`src/rtl/pipe_ctrl.sv`:
```
// Pipeline sequencer: merges per-stage stall requests into the hold vector, runs the
// multi-cycle execute countdown, flushes/redirects on exceptions and watches for stuck stalls.
module pipe_ctrl #(
    parameter logic [31:0] EXC_VECTOR    = 32'h0000_0040,
    parameter int unsigned MC_LEN_W      = 6,
    parameter int unsigned WDOG_W        = 16,
    parameter int unsigned STALL_TIMEOUT = 1000
) (
    input  logic                clk,
    input  logic                rst,
    input  logic                if_stallreq_i,
    input  logic                id_stallreq_i,
    input  logic                ex_stallreq_i,
    input  logic                mem_stallreq_i,
    input  logic                ex_mc_start_i,
    input  logic [MC_LEN_W-1:0] ex_mc_len_i,
    input  logic                exc_i,
    output logic [5:0]          stall_o,
    output logic                flush_o,
    output logic [31:0]         new_pc_o,
    output logic                mc_done_o,
    output logic                mc_busy_o,
    output logic                timeout_o
);

    typedef enum logic [1:0] {
        ST_IDLE,
        ST_BUSY,
        ST_DONE
    } state_t;

    localparam logic [WDOG_W-1:0]   WDOG_LAST = WDOG_W'(STALL_TIMEOUT - 1);
    localparam logic [MC_LEN_W-1:0] LEN_ONE   = MC_LEN_W'(1);

    state_t              r_state;
    logic [MC_LEN_W-1:0] r_mc_cnt;
    logic                r_mc_done;
    logic                r_mc_busy;
    logic [WDOG_W-1:0]   r_wdog;
    logic                r_timeout;

    logic [MC_LEN_W-1:0] w_eff_len;
    logic                w_mc_accept;
    logic [5:0]          w_stall;
    logic                w_flush;
    logic [31:0]         w_new_pc;

    assign w_eff_len   = (ex_mc_len_i == '0) ? LEN_ONE : ex_mc_len_i;
    assign w_mc_accept = ex_mc_start_i && (r_state == ST_IDLE);

    always_comb begin
        w_stall  = '0;
        w_flush  = 1'b0;
        w_new_pc = '0;
        if (exc_i) begin
            w_flush  = 1'b1;
            w_new_pc = EXC_VECTOR;
        end else if (mem_stallreq_i) begin
            w_stall = 6'b011111;
        end else if (ex_stallreq_i || w_mc_accept || (r_state == ST_BUSY)) begin
            w_stall = 6'b001111;
        end else if (id_stallreq_i) begin
            w_stall = 6'b000111;
        end else if (if_stallreq_i) begin
            w_stall = 6'b000011;
        end
    end

    // Combinational outputs are masked so every output reads 0 while reset is held.
    assign stall_o   = rst ? w_stall  : '0;
    assign flush_o   = rst ? w_flush  : 1'b0;
    assign new_pc_o  = rst ? w_new_pc : '0;
    assign mc_done_o = r_mc_done;
    assign mc_busy_o = r_mc_busy;
    assign timeout_o = r_timeout;

    always_ff @(posedge clk or negedge rst) begin
        if (!rst) begin
            r_state   <= ST_IDLE;
            r_mc_cnt  <= '0;
            r_mc_done <= 1'b0;
            r_mc_busy <= 1'b0;
        end else if (exc_i) begin
            r_state   <= ST_IDLE;
            r_mc_cnt  <= '0;
            r_mc_done <= 1'b0;
            r_mc_busy <= 1'b0;
        end else begin
            case (r_state)
                ST_IDLE: begin
                    if (ex_mc_start_i) begin
                        r_mc_busy <= 1'b1;
                        if (w_eff_len == LEN_ONE) begin
                            r_state   <= ST_DONE;
                            r_mc_done <= 1'b1;
                        end else begin
                            r_state  <= ST_BUSY;
                            r_mc_cnt <= w_eff_len - LEN_ONE;
                        end
                    end
                end
                ST_BUSY: begin
                    r_mc_cnt <= r_mc_cnt - LEN_ONE;
                    if (r_mc_cnt == LEN_ONE) begin
                        r_state   <= ST_DONE;
                        r_mc_done <= 1'b1;
                    end
                end
                ST_DONE: begin
                    // The result stays presented until execute is free to pass it on.
                    if (!w_stall[3]) begin
                        r_state   <= ST_IDLE;
                        r_mc_done <= 1'b0;
                        r_mc_busy <= 1'b0;
                    end
                end
                default: begin
                    r_state   <= ST_IDLE;
                    r_mc_cnt  <= '0;
                    r_mc_done <= 1'b0;
                    r_mc_busy <= 1'b0;
                end
            endcase
        end
    end

    always_ff @(posedge clk or negedge rst) begin
        if (!rst) begin
            r_wdog    <= '0;
            r_timeout <= 1'b0;
        end else if (w_stall[0]) begin
            if (r_wdog != '1) begin
                r_wdog <= r_wdog + 1'b1;
            end
            if (r_wdog == WDOG_LAST) begin
                r_timeout <= 1'b1;
            end
        end else begin
            r_wdog <= '0;
        end
    end

endmodule

```
`config.mk`:
```
export PLATFORM = sky130hd
export DESIGN_NAME = pipe_ctrl
export DESIGN_NICKNAME = d
export VERILOG_FILES = /design/src/rtl/pipe_ctrl.sv
export SDC_FILE = /design/constraint.sdc
export NUM_CORES = 1
export LEC_CHECK = 0
export CAP_MARGIN = 10
export CORE_MARGIN = 4
export CORE_UTILIZATION = 43
export CTS_BUF_LIST = sky130_fd_sc_hd__clkbuf_16
export CTS_CLUSTER_SIZE = 8
export DETAILED_ROUTE_END_ITERATION = 10
export GPL_ROUTABILITY_DRIVEN = 0
export PLACE_DENSITY = 0.71
export SLEW_MARGIN = 30
export SYNTH_ARGS = -nofsm -noshare
export SYNTH_HDL_FRONTEND = slang
export SYNTH_SLANG_ARGS = --single-unit
```
`constraint.sdc`:
```
create_clock -name clk -period 2.45 [get_ports clk]
set_input_delay 0.3675 -clock clk [delete_from_list [all_inputs] [get_ports clk]]
set_output_delay 0.3675 -clock clk [all_outputs]
set_load 0.02 [all_outputs]
```
==> results.md, run 1 <==
- Run status: completed
- Area share of the leading cell type in the synthesized netlist: 34.1%
- WL/cell: 13.5 um
- Register-to-register setup slack: 0.66 ns
- Worst Reg2Reg Path Length in Cells: 5
- Clock share of power: 24.1%
- Slew Limit Headroom: 61.0%
- # H-tree levels: 1
- Number of max-cap violations: 0
- Synthesized instance count: 230
- Clock sink count: 27
- Final number of setup-violating endpoints: 0
- Actual slew at the worst max-slew pin: 0.584 ns
- Power density over cell area: 698 nW/um2
- Min Clock Period, post-route: 2.27 ns
- Final worst setup slack: 0.178 ns
- Number of rows created at floorplan: 24
- Top cells by count, synth: 34 x buf_4, 27 x dfrtp_1, 19 x a21oi_1
- HPWL Detailed: 3.20 mm
- Largest area contributor in the netlist: dfrtp_1
- Worst EP required: 2.08 ns
- Fmax: 440 MHz
- Core ar.: 4410 um2
- Non-Filler Instances: 314
- Number of detailed-routing iterations run before antenna repair: 5
- Number of port buffers: 23
- Clock latency on the worst-skew pair: 0.26 ns
- Combinational family with the most area after synthesis: simple AND/OR/NAND/NOR gates
- Starting Density: 44.8%
- NetSw: 598 uW
- Via count: 1676
- Clock buffer depth: 2
- Most repeated cell in the gate-level netlist after synthesis: buf_4
- Internal power consumption: 991 uW
- Synthesized-area fraction occupied by ao, oa, aoi and oai cells: 17.6%
- Ports placed on the boundary: 56
- TritonCTS clock tree: done
- Maximum number of pins on one net before global-route repair: 28
- Share of post-route cells with drive strength above 1: 9.54%
- Peak fanout along the critical path: 3
- Register bit count reported by yosys: 27
- Setup clock skew after layout: 0.00560 ns
- Post-Synth Adder-Cell Area: 3.16%
- DRT antenna net count: 0
- CTS resizes: 0
- Final critical-path share of the clock period: 92.7%
- Cts bufs inserted: 3
- Mux cell area share after synthesis: 1.58%
- XOR/XNOR Fraction of Synth Area: 2.21%
- FF-to-FF End: r_wdog[6]
- Number of buffers added for setup after CTS: 0
- Area Overhead vs Synth: 15.0%
- GR Overflow Total: 0
- Worst Path Arrival: 1.90 ns
- Pins Over Slew Limit: 0
- Crit end category: primary output
- Critical Path Source Type: input pin
- Most frequently used flop master after synthesis: dfrtp_1
- Fraction of the mapped netlist area in simple logic gates: 24.1%
- Final Hold Viols: 0
- Number of distinct library cells after synthesis: 47
- Global-route wire length before repair: 6.68 mm
- Vias per cell: 5.34
- Setup slack after placement: 0.0105 ns
- Worst hold slack after final layout: 0.472 ns
- Root buffer cell: clkbuf_16
- Count of flip-flops with a built-in enable after synthesis: 0
- Syn Area/Cell: 8.61 um2
- Antenna diodes: 0
- Netlist area before placement: 1980 um2
- Die extent in x: 75.8 um
- Part of the power in registers: 37.8%
- Worst hold path endpoint: timeout_o
- Switch share: 37.6%
- HP Class: reg -> reg
- Crit path kind: in -> out
- Vertical extent of the die: 75.8 um
- Worst Min Path Start: timeout_o
- Synth area leaders: dfrtp_1 34%, buf_4 13%, a21oi_1 4.8%
- Antenna violations before repair: 0
- DRC violation count after routing: 0
- Overall die area: 5750 um2
- GRT Overall Usage: 14.6%
- Reported leakage power: 1.00 nW
- Worst vdd rail ir drop: 0.433 mV
- Final-stage net count: 282
- Register area share after synthesis: 34.1%
- Count of warnings emitted by yosys: 0
- Number of global-route vias before repair: 1520
- Violation count after the first detailed-routing iteration: 93
- Clock Pin Slew Worst Setup and Hold Paths: 0.07 ns
- Setup repair after global routing missed its margin: no
- RR Startpoint: r_wdog[0]
- Hold Buf Count CTS: 0
- Cell Count Post-Placement: 310
- DRT Wirelength: 4.24 mm
- Fraction of power consumed by combinational cells: 38.1%
- Proportion of synthesized flip-flops having asynchronous set or reset: 100%
- Final total negative setup slack: 0 ns
- Hold Path Stages: 1
[logic make-up (layout without fill, tap and decap cells)]
kind of cell / Yosys count / after routing
AOI/OAI and AO/OA: 56 / 56
xor gates and xnor gates: 5 / 5
adders and majority gates: 5 / 5
buffers and inverters: 50 / 51
DFF: 27 / 27
muxes: 3 / 3
other: 1 / 32
and+or+nand+nor: 83 / 83
[worst max path at each step]
stage / start / end / slack [ns] / cells after the start
after floorplan: ex_mc_len_i[5] / r_mc_cnt[0] / 0.44 / 8
after global placement: ex_mc_len_i[5] / r_mc_cnt[0] / 0.06 / 9
after detailed placement: ex_mc_len_i[5] / r_mc_cnt[0] / 0.01 / 9
after CTS: mem_stallreq_i / stall_o[0] / 0.16 / 4
after global routing: mem_stallreq_i / stall_o[1] / 0.09 / 4
final: mem_stallreq_i / stall_o[0] / 0.18 / 4
[per-stage QoR]
| stage | utilization, % | area (um2) | power [mW] |
|---|---|---|---|
| detailed placement | 49.7 | 2190 | 1.21 |
| global placement | 49.7 | 2190 | 1.19 |
| floorplan | - | 2100 | 1.05 |
| global route | 51.6 | 2280 | 1.71 |
| finish | 51.6 | 2280 | 1.59 |
| CTS | 51.6 | 2280 | 1.59 |
[cell type report]
class | instances | area, um2
inverter | 11 | 41.3
sequential | 27 | 676
clock inverter | 1 | 7.51
clock buffer | 3 | 75.1
fill | 421 | 2140
tap | 52 | 65.1
multi-input combinational | 184 | 1080
timing repair buffer | 36 | 328
[layer usage]
metal | wire length [um] | vias up | GRT usage (%)
li1 | - | 836 | -
met1 | 1930 | 795 | 18.7
met2 | 2100 | 40 | 25.6
met3 | 181 | 5 | 3.17
met4 | 36 | 0 | 2.14
met5 | 0 | - | 0
[flip-flops by register name, summed over array words and instances (netlist names)]
register,count
r_wdog,16
r_mc_cnt,6
r_state,2
mc_busy_o,1
mc_done_o,1
timeout_o,1
[placed cells by master, fill, tap and decap left out, types with 2 or more instances in the layout]
cell type	n
a211oi_1	3
a21oi_1	19
a31oi_1	5
a32oi_1	2
and3_1	2
and4_4	4
buf_4	13
clkbuf_16	3
clkdlybuf4s50_1	23
conb_1	32
dfrtp_1	27
ha_1	5
inv_1	11
mux2i_1	2
nand2_1	13
nand2b_1	4
nand3_1	7
nand4_1	4
nor2_1	13
nor3_1	8
nor3b_1	3
nor4_1	5
o21ai_1	13
o31ai_1	4
or2_1	2
or3_1	9
or4_1	3
xor2_1	5
[worst max-delay path, cell delays in order]
cell and delay (ns):
clkdlybuf4s50_1 0.43, nor4_1 0.39, a21oi_1 0.15, clkdlybuf4s50_1 0.56
[power groups by stage]
| stage | registers, mW | logic (mW) | clock network [mW] |
|---|---|---|---|
| finish | 0.601 | 0.606 | 0.382 |
| floorplan | 0.603 | 0.443 | 0 |
| global route | 0.614 | 0.688 | 0.404 |
| global placement | 0.603 | 0.590 | 0 |
| detailed placement | 0.607 | 0.603 | 0 |
| CTS | 0.599 | 0.605 | 0.388 |
Power figures use the tool's default switching activity.
==> run 2: changes to the inputs <==
--- a/config.mk
+++ b/config.mk
@@ -8,11 +8,11 @@
 export CAP_MARGIN = 10
 export CORE_MARGIN = 4
 export CORE_UTILIZATION = 43
-export CTS_BUF_LIST = sky130_fd_sc_hd__clkbuf_16
 export CTS_CLUSTER_SIZE = 8
 export DETAILED_ROUTE_END_ITERATION = 10
 export GPL_ROUTABILITY_DRIVEN = 0
-export PLACE_DENSITY = 0.71
+export PLACE_DENSITY = 0.73
+export SETUP_SLACK_MARGIN = 0.3
 export SLEW_MARGIN = 30
 export SYNTH_ARGS = -nofsm -noshare
 export SYNTH_HDL_FRONTEND = slang
==> results.md, run 2 (same netlist as run 1, synthesis figures left out) <==
- Antenna diodes: 0
- Number of max-cap violations: 0
- Critical Path Source Type: input pin
- Crit path kind: in -> reg
- # H-tree levels: 1
- Final critical-path share of the clock period: 84.2%
- Cts bufs inserted: 3
- Starting Density: 44.8%
- Cell Count Post-Placement: 309
- Worst hold path endpoint: timeout_o
- Ports placed on the boundary: 56
- Placed instance area: 2190 um2
- Number of detailed-routing iterations run before antenna repair: 4
- HPWL Detailed: 2.97 mm
- Most common cell after layout, fill and taps aside: conb_1
- WL/cell: 13.1 um
- Vias per cell: 5.30
- RR Startpoint: r_wdog[0]
- Number of flip-flops in the largest register: 16
- DRT antenna net count: 0
- Clock Pin Slew Worst Setup and Hold Paths: 0.10 ns
- Min Clock Period, post-route: 2.06 ns
- Run status: completed
- DRT Wirelength: 4.09 mm
- Largest register by flop count: r_wdog
- Area Overhead vs Synth: 14.1%
- HP Class: reg -> reg
- Clock latency on the worst-skew pair: 0.27 ns
- Core ar.: 4410 um2
- Clock buffer depth: 2
- Number of global-route vias before repair: 1513
- TritonCTS clock tree: done
- Die extent in x: 75.8 um
- Final-stage net count: 281
- Number of rows created at floorplan: 24
- Leading cell types in the layout, fill and taps excluded: 32 x conb_1, 27 x dfrtp_1, 19 x a21oi_1
- Storage element area: 676 um2
- Share of post-route cells with drive strength above 1: 9.96%
- Root buffer cell: clkbuf_8
- Power density over cell area: 644 nW/um2
- DRC violation count after routing: 0
- Fmax: 485 MHz
- Maximum number of pins on one net before global-route repair: 28
- Setup repair after global routing missed its margin: yes
- Final Hold Viols: 0
- Final total negative setup slack: 0 ns
- Register-to-register setup slack: 0.66 ns
- Worst EP required: 2.61 ns
- GR Overflow Total: 0
- Area of the multi-input gates: 1110 um2
- GRT Overall Usage: 14.1%
- Number of buffers added for setup after CTS: 0
- Final number of setup-violating endpoints: 0
- Worst Reg2Reg Path Length in Cells: 5
- Vertical extent of the die: 75.8 um
- Antenna violations before repair: 0
- Pins Over Slew Limit: 0
- Worst vdd rail ir drop: 0.311 mV
- Clock sink count: 27
- Via count: 1658
- Non-Filler Instances: 313
- Worst Path Arrival: 2.23 ns
- Reported leakage power: 1.03 nW
- Global-route wire length before repair: 6.43 mm
- Power Total: 1.45 mW
- Crit end category: register
- Finished Cell Area: 2260 um2
- Violation count after the first detailed-routing iteration: 70
- FF-to-FF End: r_wdog[6]
- Overall die area: 5750 um2
- Hold Path Stages: 1
- Peak fanout along the critical path: 8
- Worst Min Path Start: timeout_o
- Number of port buffers: 23
- Number of inserted filler cells in the final layout: 410
- Setup clock skew after layout: 0.00512 ns
- Registers with the most flip-flops: r_wdog x16, r_mc_cnt x6, r_state x2
run 2: changes by cell type in the layout (fill, tap and decap cells not counted), sizes merged:
cell	delta
clkdlybuf4s50	-7
clkbuf	+1
clkinvlp	-1
buf	-1
dlymetal6s2s	+2
dlygate4sd2	+5
run 2: how the worst max path moves through the flow:
| stage | slack [ns] | cells after the start | start | end |
|---|---|---|---|---|
| after floorplan | 0.44 | 8 | ex_mc_len_i[5] | r_mc_cnt[0] |
| after global placement | 0.04 | 9 | ex_mc_len_i[5] | r_mc_cnt[0] |
| after detailed placement | 0.01 | 9 | ex_mc_len_i[5] | r_mc_cnt[0] |
| after CTS | 0.35 | 4 | exc_i | flush_o |
| after global routing | 0.24 | 9 | ex_mc_len_i[5] | r_mc_cnt[0] |
| final | 0.39 | 9 | ex_mc_len_i[5] | r_mc_cnt[0] |
run 2: critical path, stage by stage:
cell	delay, ns
clkdlybuf4s50_1	0.47
nor4_4	0.33
a21oi_1	0.13
inv_1	0.06
ha_1	0.17
nor3b_1	0.24
o2bb2ai_2	0.22
or3_1	0.16
o22ai_1	0.07
run 2: power breakdown:
part           leakage (nW)  total (mW)  internal (mW)  switching, mW
Clock                0.0228       0.258          0.117          0.141
Combinational         0.642       0.599          0.245          0.354
Sequential            0.366       0.598          0.521         0.0769
run 2: through the flow:
step                      hold WS, ns  util, %  setup WS [ns]
after floorplan                0.0719        -          0.443
after global placement          0.466     49.5         0.0421
after detailed placement        0.467     49.5         0.0146
after CTS                       0.493     50.7          0.348
after global routing            0.541     51.2          0.240
final                           0.490     51.2          0.387
run 2: cell type report:
type,count,area share [%]
Multi-Input combinational cell,184,49.3
Sequential cell,27,29.9
Timing Repair Buffer,35,14.1
Tap cell,52,2.88
Clock buffer,4,1.99
Inverter,11,1.83
run 2: what timing repair did:
item,4_1_cts,5_1_grt
setup endpoints to repair,6,8
gates resized for setup,7,4
hold buffers,0,0
run 2: per-layer routing:
metal / share of wire, % / wire [um] / vias up / global-route usage (%)
met5: 0 / 0 / - / 0
met3: 5.3 / 216 / 4 / 2.77
met1: 45 / 1830 / 785 / 18.0
li1: - / - / 834 / -
met4: 0.61 / 25 / 0 / 3.88
met2: 49 / 2020 / 35 / 24.2
